`src/rtl/multi_echo_ranger.sv`:
```
// Multi-channel ultrasonic echo ranger: echo width -> distance in K-cycle units,
// with timeout, saturation, too-close flag and a registered nearest-object result.
module multi_echo_ranger #(
   parameter int NCH      = 4,
   parameter int DIST_W   = 9,
   parameter int K        = 2700,
   parameter int MAX_DIST = 500,
   parameter int MIN_DIST = 10,
   parameter int TIMEOUT  = 1000000,
   parameter int CNT_W    = 24,
   localparam int CH_W    = (NCH > 1) ? $clog2(NCH) : 1
) (
   input  logic                  clk,
   input  logic                  rst,
   input  logic [NCH-1:0]        en,
   input  logic [NCH-1:0]        sensout,
   output logic [NCH*DIST_W-1:0] distance,
   output logic [NCH-1:0]        dist_valid,
   output logic [NCH-1:0]        too_close,
   output logic [NCH-1:0]        fault,
   output logic [DIST_W-1:0]     nearest_dist,
   output logic [CH_W-1:0]       nearest_ch
);

   typedef enum logic [2:0] {
      IDLE, WAIT_HIGH, MEASURE, DONE, WAIT_LOW
   } state_t;

   localparam logic [CNT_W-1:0]  K_LAST  = CNT_W'(K - 1);
   localparam logic [CNT_W-1:0]  TO_LAST = CNT_W'(TIMEOUT - 1);
   localparam logic [DIST_W-1:0] D_MAX   = DIST_W'(MAX_DIST);
   localparam logic [DIST_W-1:0] D_SAT   = DIST_W'(MAX_DIST - 1);
   localparam logic [DIST_W-1:0] D_MIN   = DIST_W'(MIN_DIST);

   logic [NCH-1:0]    sync1;
   logic [NCH-1:0]    sync2;
   logic [NCH-1:0]    have_data;
   logic [NCH-1:0]    tmo;
   state_t            state    [NCH];
   logic [CNT_W-1:0]  pre      [NCH];
   logic [CNT_W-1:0]  wait_cnt [NCH];
   logic [DIST_W-1:0] dcnt     [NCH];

   logic [DIST_W-1:0] best;
   logic [CH_W-1:0]   best_ch;
   logic              found;

   // Two-flop synchroniser for the raw echo inputs
   always_ff @(posedge clk or negedge rst) begin
      if (!rst) begin
         sync1 <= '0;
         sync2 <= '0;
      end else begin
         sync1 <= sensout;
         sync2 <= sync1;
      end
   end

   // Per-channel measurement FSM; results are registered while in DONE
   always_ff @(posedge clk or negedge rst) begin
      if (!rst) begin
         for (int i = 0; i < NCH; i++) begin
            state[i]    <= IDLE;
            pre[i]      <= '0;
            wait_cnt[i] <= '0;
            dcnt[i]     <= '0;
         end
         tmo        <= '0;
         have_data  <= '0;
         distance   <= '0;
         dist_valid <= '0;
         too_close  <= '0;
         fault      <= '0;
      end else begin
         dist_valid <= '0;
         for (int i = 0; i < NCH; i++) begin
            unique case (state[i])
               IDLE: begin
                  if (en[i]) begin
                     state[i]    <= WAIT_HIGH;
                     wait_cnt[i] <= '0;
                     tmo[i]      <= 1'b0;
                  end
               end
               WAIT_HIGH: begin
                  if (!en[i]) begin
                     state[i] <= IDLE;
                  end else if (sync2[i]) begin
                     state[i] <= MEASURE;
                     pre[i]   <= CNT_W'(1);
                     dcnt[i]  <= '0;
                  end else if (wait_cnt[i] == TO_LAST) begin
                     state[i] <= DONE;
                     tmo[i]   <= 1'b1;
                  end else begin
                     wait_cnt[i] <= wait_cnt[i] + 1'b1;
                  end
               end
               MEASURE: begin
                  if (!en[i]) begin
                     state[i] <= IDLE;
                  end else if (!sync2[i]) begin
                     state[i] <= DONE;
                  end else if (pre[i] == K_LAST) begin
                     pre[i]  <= '0;
                     dcnt[i] <= dcnt[i] + 1'b1;
                     if (dcnt[i] == D_SAT)
                        state[i] <= DONE;
                  end else begin
                     pre[i] <= pre[i] + 1'b1;
                  end
               end
               DONE: begin
                  distance[i*DIST_W +: DIST_W] <= tmo[i] ? D_MAX : dcnt[i];
                  dist_valid[i] <= 1'b1;
                  too_close[i]  <= !tmo[i] && (dcnt[i] < D_MIN);
                  fault[i]      <= tmo[i];
                  have_data[i]  <= !tmo[i];
                  state[i]      <= sync2[i] ? WAIT_LOW : IDLE;
               end
               WAIT_LOW: begin
                  if (!en[i] || !sync2[i])
                     state[i] <= IDLE;
               end
               default: state[i] <= IDLE;
            endcase
         end
      end
   end

   // Smallest good distance, lowest channel index wins ties
   always_comb begin
      best    = D_MAX;
      best_ch = '0;
      found   = 1'b0;
      for (int i = 0; i < NCH; i++) begin
         if (have_data[i] &&
             (!found || distance[i*DIST_W +: DIST_W] < best)) begin
            best    = distance[i*DIST_W +: DIST_W];
            best_ch = CH_W'(i);
            found   = 1'b1;
         end
      end
   end

   // Nearest-object result register
   always_ff @(posedge clk or negedge rst) begin
      if (!rst) begin
         nearest_dist <= D_MAX;
         nearest_ch   <= '0;
      end else begin
         nearest_dist <= best;
         nearest_ch   <= best_ch;
      end
   end

endmodule

```
`config.mk`:
```
export PLATFORM = sky130hd
export DESIGN_NAME = multi_echo_ranger
export DESIGN_NICKNAME = d
export VERILOG_FILES = /design/src/rtl/multi_echo_ranger.sv
export SDC_FILE = /design/constraint.sdc
export NUM_CORES = 1
export LEC_CHECK = 0
export ABC_CLOCK_PERIOD_IN_PS = 8100
export BUFFER_PORTS_ARGS = -buffer_cell sky130_fd_sc_hd__buf_2
export CORE_ASPECT_RATIO = 0.75
export CORE_MARGIN = 2
export CORE_UTILIZATION = 41
export CTS_BUF_LIST = sky130_fd_sc_hd__clkbuf_2 sky130_fd_sc_hd__clkbuf_4 sky130_fd_sc_hd__clkbuf_8
export DETAILED_ROUTE_END_ITERATION = 10
export SYNTH_ARGS = -nofsm -noshare
export SYNTH_HDL_FRONTEND = slang
export SYNTH_SLANG_ARGS = --single-unit
```
`constraint.sdc`:
```
create_clock -name clk -period 8.1 [get_ports clk]
set_clock_uncertainty 0.15 [all_clocks]
set_input_delay 1.215 -clock clk [delete_from_list [all_inputs] [get_ports clk]]
set_output_delay 1.215 -clock clk [all_outputs]
set_load 0.05 [all_outputs]
```
# Word-level counts from Yosys, hierarchy flattened
# Index checks and enable logic that the tools add are counted.
# totals
ff_bits,315
latchBits,0
ramBits,0
romBits,0
input_bits,10
output_inout_bits,59
n_memories,0
# op_classes
addsub,12
n_mul,0
div_mod_pow,0
magnitude_cmp,7
n_eq_ne,80
n_shift,0
mux,150
bitwise_logic,0
n_reduce_logical,61
# op_table
op,n
$mux 24,36
$pmux 24 s2,8
$mux 9,28
$add 24x1->24 const B,8
$mux 3,40
$eq 24x12->1 const B,4
$eq 24x20->1 const B,4
$ne 2x2->1 const B,40
$reduce_and 5->1,16
$pmux 9 s2,4
$pmux 3 s5,4
$ne 4x4->1 const B,12
$add 9x1->9 const B,4
$eq 9x9->1 const B,4
$lt 9x4->1 const B,4
$lt 9x9->1,3
$eq 3x2->1 const B,8
$mux 1,24
$reduce_and 6->1,4
$reduce_bool 2->1,8
$logic_not 1->1,15
$eq 3x1->1 const B,4
$eq 3x3->1 const B,4
$logic_not 3->1,4
other kinds (4),20

# Depth between registers and ports, before layout
# Gate-level depths: netlist of run 1.
# logic_depth
depth_word,13
mapped_depth,30
ltp_nobuf,26

# Worst setup path before layout of run 1
# OpenSTA, ideal clock, no wires.
# synth_path
kind,flip-flop to flip-flop
start,register have_data[0]
end,register nearest_dist[2]
setup_time_ps,75
arrival_time_ps,5491
t_required_ps,7875
setup_slack_ps,2385
path_stages_with_launch,30
n_path_buf,4
cell_sequence,dfrtp_1 > clkbuf_1 > nor2b_1 > ha_1 > a211oi_1 > nor2_1 > or3_1 > o22ai_2 > clkbuf_1 > nand2_1 > o21ai_0 > inv_1 > ha_1 > a21oi_1 > nor2b_1 > o21ai_0 > nand4b_1 > o21ai_0 > a21oi_1 > buf_6 > mux2i_1 > ha_1 > or3_1 > o21ai_0 > a21oi_1 > a31o_2 > nand2b_1 > o211ai_2 > buf_6 > mux2i_1
# synth_between
elab_chain_len,13
elab_cells_between_ends,19
# synth_rtl
element,line_no,rtl
from (decl),37,logic [NCH-1:0] have_data;
"from (signal, indexed assignment)",118,have_data[i] <= !tmo[i];
$mux 9 or $mux 1 (tied branches),137,if (have_data[i] &&
$lt 9x9->1 or $logic_not 1->1 (tied branches),138,(!found || distance[i*DIST_W +: DIST_W] < best)) begin
$logic_or 1x1->1,138,
$logic_and 1x1->1,137,
$mux 9 or $mux 1 (tied branches),137,
$lt 9x9->1 or $logic_not 1->1 (tied branches),138,
$logic_or 1x1->1,138,
$logic_and 1x1->1,137,
$mux 9 or $mux 1 (tied branches),137,
$lt 9x9->1 or $logic_not 1->1 (tied branches),138,
$logic_or 1x1->1,138,
$logic_and 1x1->1,137,
$mux 9 (*),137,
named net best[2],44,logic [DIST_W-1:0] best;
to (signal assigned),152,nearest_dist <= best;
to (decl),21,"output logic [DIST_W-1:0] nearest_dist,"
# Mark *: on every way through the listed nets, which the timed path passes. The rest lies on a longest branch.
# A chain may end at the register's enable or synchronous reset.

# Final worst setup path of run 1
# layout_path
start,register have_data[0]
end,register nearest_dist[0]
# Same word-level chain as after synthesis.

==> results.sh, run 1 <==
export IMPL_die_area_sq_um=41240
export IMPL_timing_final_ws_setup_ps=942.4
export IMPL_design_power_total_mw=4.345
export IMPL_holdPathEnd="sync2[1]$_DFF_PN0_"
export IMPL_routed_wl_mm=38.08
export IMPL_postSynthAreaPerCell_sq_um=9.280
export IMPL_cts_buffers_inserted=52
export IMPL_worst_pin_slew_ps=1045
export IMPL_drive_above_1_share_pct=11.86
export IMPL_final_cell_count_no_fill=2384
export IMPL_place_ws_ps=984.1
export IMPL_clock_sinks=315
export IMPL_ir_drop_mv=0.1236
export IMPL_worst_setup_path_end_kind="flip-flop"
export IMPL_synthFlopType="dfrtp_1"
export IMPL_drt_pass1_iter_count=5
export IMPL_setup_tns_ps=0
export IMPL_netlist_area_sq_um=16240
export IMPL_placementRows=63
export IMPL_start_util_pct=41.37
export IMPL_critPathKind="flip-flop to flip-flop"
export IMPL_min_path_type="flip-flop to flip-flop"
export IMPL_async_reset_ff_share_pct=100.0
export IMPL_critPathMaxFanout=19
export IMPL_cts_setup_buffers=0
export IMPL_wl_per_cell_um=15.97
export IMPL_hp_start="sync1[1]$_DFF_PN0_"
export IMPL_synth_most_common_cell="dfrtp_1"
export IMPL_vias_per_cell=5.339
export IMPL_grt_overflow=0
export IMPL_antenna_found_initial=0
export IMPL_synthCells=1750
export IMPL_critPathRequiredTime_ps=8450
export IMPL_rsz0062_at_grt="false"
export IMPL_final_util_pct=46.30
export IMPL_synth_edf_count=0
export IMPL_die_width_um=233.8
export IMPL_final_area_sq_um=18170
export IMPL_ys_warn_count=0
export IMPL_cts_resized=0
export IMPL_synthDominantCellAreaShare_pct=47.61
export IMPL_clock_path_buffers=3
export IMPL_clk_insertion_delay_late_ps=600
export IMPL_die_h_um=176.4
export IMPL_holdWs_ps=200.4
export IMPL_period_needed_ps=7158
export IMPL_hold_depth=0
export IMPL_synth_area_leaders="dfrtp_1 48%, nor2_1 5.2%, xor2_1 5.1%"
export IMPL_drv_slew=0
export IMPL_worst_ep_arrival_time_ps=7510
export IMPL_synthTopCellsByCount="309 x dfrtp_1, 223 x nor2_1, 200 x nand2_1"
export IMPL_rrSetupSlack_ps=940
export IMPL_grt_pass1_wl_mm=63.57
export IMPL_final_antenna_net_count=0
export IMPL_portBuffers=68
export IMPL_powerDensity_nw_per_um2=239.1
export IMPL_hold_buffers=0
export IMPL_path_delay_family="compound AO/OA/AOI/OAI gates"
export IMPL_drcViolationCount=0
export IMPL_layout_nets=1869
export IMPL_ctsHtreeMaxLevel=2
export IMPL_dp_hpwl_mm=26.31
export IMPL_r2r_end="nearest_dist[0]$_DFF_PN0_"
export IMPL_timing_max_slew_rel_slack_pct=30.32
export IMPL_vias=12730
export IMPL_critPathLaunchType="flip-flop"
export IMPL_max_freq_mhz=139.7
export IMPL_yosysUniqueCellTypes=90
export IMPL_path_clk_slew_ps=60
export IMPL_cts_tree="done"
export IMPL_p_leak_nw=8.152
export IMPL_r2r_start="have_data[0]$_DFFE_PN0P_"
export IMPL_drtIter0Drc=825
export IMPL_synth_nets=1796
export IMPL_slowest_stage="a21oi_1"
export IMPL_status="completed"
export IMPL_n_fill_cell=3734
export IMPL_gp_congestion=0.8353
export IMPL_grt_max_degree=157
export IMPL_final_setup_viol_count=0
export IMPL_area_delta_synth_final_pct=11.91
export IMPL_coreArea_sq_um=39260
export IMPL_clockRootBuffer="clkbuf_8"
export IMPL_slowest_delay_ps=850
export IMPL_ys_seq_area_share_pct=48.58
export IMPL_ff2ff_path_depth=25
export IMPL_crit_buf_inv=1
export IMPL_hold_violations=0
export IMPL_max_cap_violations=0
export IMPL_place_area_sq_um=17040
export IMPL_min_period_over_period_pct=88.36
export IMPL_ys_ff_latch=315
export IMPL_dp_cells=2289
export IMPL_yosys_area_top_type="dfrtp_1"
export IMPL_diodes=0
export IMPL_track_usage_pct=18.85
export IMPL_grt_pass1_vias=12150
export IMPL_ios=69
## flip-flops by register name (all words and copies together) (netlist names)
register,flops
have_data,4
dcnt,36
dist_valid,4
sync1,4
tmo,4
fault,4
nearest_dist,9
distance,36
wait_cnt,96
nearest_ch,2
pre,96
too_close,4
state,12
sync2,4
## layer usage
layer	GRT usage [%]	up-vias	share of wire [%]
li1	-	6279	-
met5	0	-	0
met2	28.29	231	43
met4	6.118	0	2.5
met1	27.36	6151	50
met3	3.601	66	4.5
## where the power goes
group,total [mW],switching (mW),leakage (nW),internal (mW)
sequential,1.81,0.114,4.28,1.69
combinational,1.04,0.707,3.26,0.329
clock,1.50,0.654,0.613,0.850
total,4.34,1.47,8.15,2.87
## cells by family after synthesis
family	after synthesis	synth area share (%)
DFF	315	48.58
and+or+nand+nor	840	25.97
xor gates and xnor gates	141	7.720
buffers and inverters	114	3.043
AOI/OAI and AO/OA	287	10.86
adders and majority gates	36	2.773
muxes	17	1.048
## layout by cell type (no fill, tap or decap), types with 5 or more instances in the layout
cell type / Yosys / layout
dfstp_2: 6 / 6
nand2b_1: 20 / 20
nand2_1: 200 / 200
ha_1: 36 / 36
xnor2_1: 46 / 46
and3_1: 44 / 44
or3_1: 30 / 30
nor4b_1: 12 / 12
nor4_1: 24 / 24
nor2b_1: 20 / 20
clkbuf_8: 0 / 70
or2_1: 5 / 5
mux2i_1: 17 / 17
a21oi_1: 59 / 59
xor2_1: 94 / 94
nand3_1: 106 / 106
nor2_1: 223 / 222
nand3b_1: 11 / 11
nand4_1: 48 / 48
inv_1: 55 / 55
dfrtp_1: 309 / 309
clkinv_2: 0 / 7
buf_2: 10 / 67
or2_2: 9 / 9
and4_1: 11 / 11
o21ai_0: 148 / 148
clkbuf_4: 0 / 18
nor3_1: 38 / 37
buf_4: 2 / 7
o31ai_1: 15 / 15
a31oi_1: 5 / 5
## worst max path at each step
stage                             startpoint                         to  slack [ps]  depth (start not counted)
floorplan           have_data[0]$_DFFE_PN0P_  nearest_dist[2]$_DFF_PN1_        2380                         29
detailed placement  have_data[0]$_DFFE_PN0P_  nearest_dist[0]$_DFF_PN0_         980                         26
global placement    have_data[0]$_DFFE_PN0P_  nearest_dist[2]$_DFF_PN1_        1340                         26
finish              have_data[0]$_DFFE_PN0P_  nearest_dist[0]$_DFF_PN0_         940                         25
global route        have_data[0]$_DFFE_PN0P_  nearest_dist[0]$_DFF_PN0_         390                         26
CTS                 have_data[0]$_DFFE_PN0P_  nearest_dist[0]$_DFF_PN0_         970                         26
## worst register-to-register path, delay by kind of cell, from the launching register on
kind / cells / cell delay, ps
adder cells (fa/ha/maj): 3 / 900
multiplexers: 2 / 740
buffers and inverters: 1 / 90
flip-flops: 1 / 580
AND/OR/NAND/NOR: 9 / 1400
AO/OA/AOI/OAI: 10 / 3220
## cell type report
cell class | count | area, sq um | share of cell area (%)
Clock inverter | 7 | 35.03 | 0.1928
Inverter | 57 | 214.0 | 1.177
Sequential cell | 315 | 7890 | 43.41
Tap cell | 520 | 650.6 | 3.580
Clock buffer | 88 | 1099 | 6.044
Multi-Input combinational cell | 1321 | 7864 | 43.27
Timing Repair Buffer | 76 | 422.9 | 2.327
No activity file was read; power rests on OpenSTA's default activity.
==> run 2, diff against run 1 <==
- PLACE_DENSITY: unset -> 0.64
==> run 2 against run 1 <==
  * Utilization up 0.11 points
  * Highest routed layer unchanged
  * Worst hold slack worse by 0.54 ps
  * Register-to-register slack lost 30 ps
  * Critical path type unchanged
  * Clock power barely moved
  * Routed wire length fell by 0.30%
  * Non-clock buffer count up 1
  * Via count about the same
==> results.sh, run 2 (synthesis gave the netlist of run 1 again) <==
export IMPL_status="completed"
export IMPL_gp_congestion=0.8342
export IMPL_drive_above_1_share_pct=11.94
export IMPL_final_setup_viol_count=0
export IMPL_p_leak_nw=8.165
export IMPL_layout_nets=1871
export IMPL_grt_max_degree=160
export IMPL_final_antenna_net_count=0
export IMPL_worst_setup_path_end_kind="flip-flop"
export IMPL_top_regs="pre x96, wait_cnt x96"
export IMPL_hold_violations=0
export IMPL_hold_buffers=0
export IMPL_cts_resized=0
export IMPL_cts_setup_buffers=0
export IMPL_antenna_found_initial=0
export IMPL_max_freq_mhz=139.1
export IMPL_clock_sinks=315
export IMPL_vias=12740
export IMPL_setup_tns_ps=0
export IMPL_grt_pass1_wl_mm=63.85
export IMPL_min_period_over_period_pct=88.74
export IMPL_r2r_start="have_data[0]$_DFFE_PN0P_"
export IMPL_coreArea_sq_um=39260
export IMPL_start_util_pct=41.37
export IMPL_cts_tree="done"
export IMPL_clk_insertion_delay_late_ps=600
export IMPL_final_common_cell="dfrtp_1"
export IMPL_worst_ep_arrival_time_ps=7530
export IMPL_path_clk_slew_ps=60
export IMPL_cts_buffers_inserted=53
export IMPL_grt_overflow=0
export IMPL_ctsHtreeMaxLevel=2
export IMPL_hp_start="sync1[2]$_DFF_PN0_"
export IMPL_drtIter0Drc=913
export IMPL_period_needed_ps=7188
export IMPL_wl_per_cell_um=15.90
export IMPL_placementRows=63
export IMPL_min_path_type="flip-flop to flip-flop"
export IMPL_ios=69
export IMPL_drcViolationCount=0
export IMPL_die_area_sq_um=41240
export IMPL_vias_per_cell=5.334
export IMPL_final_util_pct=46.41
export IMPL_powerDensity_nw_per_um2=239.8
export IMPL_max_cap_violations=0
export IMPL_grt_pass1_vias=12320
export IMPL_ir_drop_mv=0.1362
export IMPL_critPathLaunchType="flip-flop"
export IMPL_n_fill_cell=3714
export IMPL_crit_path_start="have_data[0]$_DFFE_PN0P_"
export IMPL_drt_pass1_iter_count=5
export IMPL_area_delta_synth_final_pct=12.17
export IMPL_timing_final_ws_setup_ps=912.0
export IMPL_final_cell_mix="309 x dfrtp_1, 223 x nor2_1, 200 x nand2_1, 148 x o21ai_0, 106 x nand3_1"
export IMPL_critPathRequiredTime_ps=8450
export IMPL_timing_max_slew_rel_slack_pct=28.00
export IMPL_die_h_um=176.4
export IMPL_portBuffers=68
export IMPL_place_ws_ps=1054
export IMPL_die_width_um=233.8
export IMPL_dp_hpwl_mm=26.44
export IMPL_routed_wl_mm=37.97
export IMPL_critPathKind="flip-flop to flip-flop"
export IMPL_track_usage_pct=18.99
export IMPL_drv_slew=0
export IMPL_clock_path_buffers=3
export IMPL_critPathMaxFanout=19
export IMPL_clockRootBuffer="clkbuf_8"
export IMPL_rsz0062_at_grt="false"
export IMPL_worst_pin_slew_ps=1080
## run 2: changes by cell type in the layout (fill, tap and decap cells not counted)
cell | before | now
clkbuf_4 | 18 | 19
clkinvlp_4 | 0 | 2
clkbuf_8 | 70 | 72
clkinv_2 | 7 | 4
diode_2 | 0 | 1
nor2_1 | 222 | 223
nor2_2 | 3 | 2
buf_4 | 7 | 8
## run 2: path summary, 6_finish.rpt
kind	endpoint	slack (ps)	depth (start not counted)
max	nearest_dist[4]$_DFF_PN1_	910	26
min	sync2[2]$_DFF_PN0_	200	0
max reg2reg	nearest_dist[4]$_DFF_PN1_	910	26
min reg2reg	sync2[2]$_DFF_PN0_	200	0
max in group asynchronous	distance[26]$_DFFE_PN0P_	5930	2
min in group asynchronous	wait_cnt[52]$_DFFE_PN0P_	470	1
## run 2: power by group
group          internal (mW)  switching (mW)
Combinational          0.330           0.704
Sequential              1.69           0.113
Clock                  0.875           0.654
## run 2: critical path: stages (launching register included)
cell and delay, ps:
dfrtp_1 570, nor2b_1 220, ha_1 260, a211oi_1 290, nor2_1 70, or3_1 340, o22ai_2 520, nand2_1 100
o21ai_0 160, inv_1 80, ha_1 310, nand2_1 80, o21ai_0 160, nand2b_1 70, nand4b_1 110, o21ai_0 180
a21oi_1 870, mux2i_1 440, ha_1 320, a21oi_1 140, nor2b_1 60, o21ai_0 140, a21oi_1 80, a31o_2 250
nand2b_1 160, o211ai_2 630, mux2i_1 300
## run 2: per-stage QoR
step / cells / hold slack (ps) / total power, mW / area, sq um
global route: 2387 / 210.1 / 4.623 / 18220
finish: 2388 / 199.9 / 4.368 / 18220
CTS: 2387 / 202.8 / 4.431 / 18220
detailed placement: 2290 / 190.2 / 2.872 / 17050
floorplan: 1750 / 181.2 / 2.594 / 16240
global placement: 2290 / 189.7 / 2.831 / 17050
## run 2: layout make-up
cell class | count | area [sq um] | area share (%)
Clock buffer | 91 | 1134 | 6.223
Antenna cell | 1 | 2.502 | 0.01374
Multi-Input combinational cell | 1321 | 7861 | 43.15
Sequential cell | 315 | 7890 | 43.31
Timing Repair Buffer | 77 | 430.4 | 2.363
Inverter | 57 | 214.0 | 1.174
Tap cell | 520 | 650.6 | 3.571
Clock inverter | 6 | 35.03 | 0.1923
## run 2: routing by layer
| layer | track usage, % | share of wire, % | wire length (um) |
|---|---|---|---|
| met5 | 0 | 0 | 0 |
| met2 | 28.57 | 44 | 16520 |
| met3 | 4.247 | 5.4 | 2055 |
| met1 | 27.58 | 49 | 18680 |
| met4 | 4.958 | 1.9 | 713 |
==> run 3, diff against run 2 <==
- RECOVER_POWER: unset -> 25
==> run 3 against run 2 <==
  * Largest power group unchanged
  * Critical endpoint unchanged
  * First-iteration DRC count fell by 2.6%
  * Sequential cell count did not move
  * Power barely moved
  * The run now ends with max-capacitance violations, max-slew violations left
  * Non-clock buffer count did not move
  * Global-route usage did not move
  * Utilization fell by 0.077 points
  * Register-to-register slack barely moved
  * Critical path depth did not move
  * Routed wire length fell by 0.13%
  * Setup slack got worse by 0.59 ps
  * Final area fell by 0.17%
  * Combinational power barely moved
==> results.sh, run 3 (synthesis gave the netlist of run 1 again) <==
export IMPL_routed_wl_mm=37.92
export IMPL_drtIter0Drc=889
export IMPL_min_path_type="flip-flop to flip-flop"
export IMPL_clockRootBuffer="clkbuf_8"
export IMPL_ctsHtreeMaxLevel=2
export IMPL_n_fill_cell=3718
export IMPL_grt_max_degree=160
export IMPL_max_freq_mhz=139.1
export IMPL_timing_max_slew_rel_slack_pct=-212.9
export IMPL_final_common_cell="dfrtp_1"
export IMPL_die_area_sq_um=41240
export IMPL_coreArea_sq_um=39260
export IMPL_drcViolationCount=0
export IMPL_dp_cells=2290
export IMPL_max_cap_violations=1
export IMPL_setup_tns_ps=0
export IMPL_worst_pin_slew_ps=4694
export IMPL_path_clk_slew_ps=60
export IMPL_clock_path_buffers=3
export IMPL_violations="max-capacitance violations, max-slew violations"
export IMPL_hold_buffers=0
export IMPL_grt_pass1_vias=12320
export IMPL_use_met1_pct=27.58
export IMPL_rsz0062_at_grt="false"
export IMPL_grt_pass1_wl_mm=63.85
export IMPL_grt_use_met2_pct=28.57
export IMPL_gp_congestion=0.8342
export IMPL_p_seq_share_pct=41.3
export IMPL_final_util_pct=46.33
export IMPL_layout_nets=1871
export IMPL_clock_sinks=315
export IMPL_p_switching_mw=1.472
export IMPL_ios=69
export IMPL_final_cell_count_no_fill=2388
export IMPL_cts_tree="done"
export IMPL_cell_internal_pwr_mw=2.895
export IMPL_p_leak_nw=8.149
export IMPL_crit_buf_inv=1
export IMPL_path_common_cell="o21ai_0"
export IMPL_start_util_pct=41.37
export IMPL_hold_violations=0
export IMPL_die_h_um=176.4
export IMPL_track_usage_pct=18.99
export IMPL_clk_insertion_delay_late_ps=600
export IMPL_grt_busiest_layer="met2"
export IMPL_antenna_found_initial=0
export IMPL_slowest_stage="a21oi_1"
export IMPL_status="finished, violations left"
export IMPL_critPathMaxFanout=19
export IMPL_final_antenna_net_count=0
export IMPL_powerDensity_nw_per_um2=240.1
export IMPL_vias_per_cell=5.332
export IMPL_worst_setup_path_end_kind="flip-flop"
export IMPL_final_setup_viol_count=0
export IMPL_period_needed_ps=7189
export IMPL_final_cell_mix="309 x dfrtp_1, 223 x nor2_1, 200 x nand2_1, 148 x o21ai_0, 106 x nand3_1"
export IMPL_min_period_over_period_pct=88.75
export IMPL_slowest_delay_ps=870
export IMPL_die_width_um=233.8
export IMPL_swShare_pct=33.70
export IMPL_place_area_sq_um=17050
export IMPL_ir_drop_mv=0.1363
export IMPL_drt_pass1_iter_count=5
export IMPL_drv_slew=86
export IMPL_power_frac_comb_pct=23.6
export IMPL_path_delay_family="compound AO/OA/AOI/OAI gates"
export IMPL_cts_buffers_inserted=53
export IMPL_drive_above_1_share_pct=11.62
export IMPL_dp_hpwl_mm=26.44
export IMPL_vias=12730
export IMPL_critPathKind="flip-flop to flip-flop"
export IMPL_grt_overflow=0
export IMPL_critPathLaunchType="flip-flop"
export IMPL_critPathRequiredTime_ps=8450
export IMPL_wl_per_cell_um=15.88
export IMPL_cts_resized=0
export IMPL_area_delta_synth_final_pct=11.99
export IMPL_pwr_share_clk_pct=35.0
export IMPL_top_regs="pre x96, wait_cnt x96"
export IMPL_cts_setup_buffers=0
export IMPL_portBuffers=68
export IMPL_holdWs_ps=199.4
export IMPL_placementRows=63
export IMPL_final_area_sq_um=18190
export IMPL_grt_util_met3_pct=4.247
export IMPL_worst_ep_arrival_time_ps=7540
## run 3: cell types whose count changed in the layout (fill, tap and decap cells not counted)
cell      delta
clkbuf_1     +3
or2_0        +2
or2_2        -2
buf_2        -1
buf_4        -1
buf_8        -1
o31ai_1      +1
o31ai_4      -1
## run 3: per-layer routing
layer  wire [um]  share of wire, %
met1       18430                49
met2       16550                44
met3        2227               5.9
met4         713               1.9
met5           0                 0
## run 3: cell type report
class / count / area [sq um] / area share (%)
Antenna cell: 1 / 2.502 / 0.01376
Clock buffer: 91 / 1134 / 6.233
Clock inverter: 6 / 35.03 / 0.1926
Inverter: 57 / 214.0 / 1.176
Multi-Input combinational cell: 1321 / 7848 / 43.15
Sequential cell: 315 / 7890 / 43.38
Tap cell: 520 / 650.6 / 3.577
Timing Repair Buffer: 77 / 414.1 / 2.277
## run 3: through the flow
stage | total power, mW | worst slack [ps]
2_1_floorplan | 2.594 | 2385
3_3_place_gp | 2.831 | 1375
3_5_place_dp | 2.872 | 1054
4_1_cts | 4.431 | 958.6
5_1_grt | 4.622 | 369.2
6_report | 4.367 | 911.4
## run 3: power groups by stage
stage          combinational (mW)  sequential (mW)  clock [mW]
2_1_floorplan               0.588             2.01           0
3_3_place_gp                 1.01             1.83           0
3_5_place_dp                 1.04             1.83           0
4_1_cts                      1.04             1.80        1.58
5_1_grt                      1.14             1.82        1.66
6_report                     1.03             1.80        1.53
## run 3: final timing paths
kind | startpoint | to | slack, ps | cells after the start
setup / recovery | have_data[0]$_DFFE_PN0P_ | nearest_dist[4]$_DFF_PN1_ | 910 | 26
hold / removal | sync1[2]$_DFF_PN0_ | sync2[2]$_DFF_PN0_ | 200 | 0
setup reg to reg | have_data[0]$_DFFE_PN0P_ | nearest_dist[4]$_DFF_PN1_ | 910 | 26
hold reg to reg | sync1[2]$_DFF_PN0_ | sync2[2]$_DFF_PN0_ | 200 | 0
max in group asynchronous | rst | pre[18]$_DFFE_PN0P_ | 2880 | 2
min in group asynchronous | rst | wait_cnt[52]$_DFFE_PN0P_ | 2160 | 1
## run 3: worst reg2reg max path, cell delays in order, from the launching register on
cell	delay (ps)
dfrtp_1	570
nor2b_1	220
ha_1	260
a211oi_1	290
nor2_1	70
or3_1	340
o22ai_2	520
nand2_1	100
o21ai_0	160
inv_1	80
ha_1	310
nand2_1	80
o21ai_0	160
nand2b_1	70
nand4b_1	110
o21ai_0	180
a21oi_1	870
mux2i_1	440
ha_1	320
a21oi_1	160
nor2b_1	60
o21ai_0	140
a21oi_1	80
a31o_2	250
nand2b_1	160
o211ai_2	630
mux2i_1	300
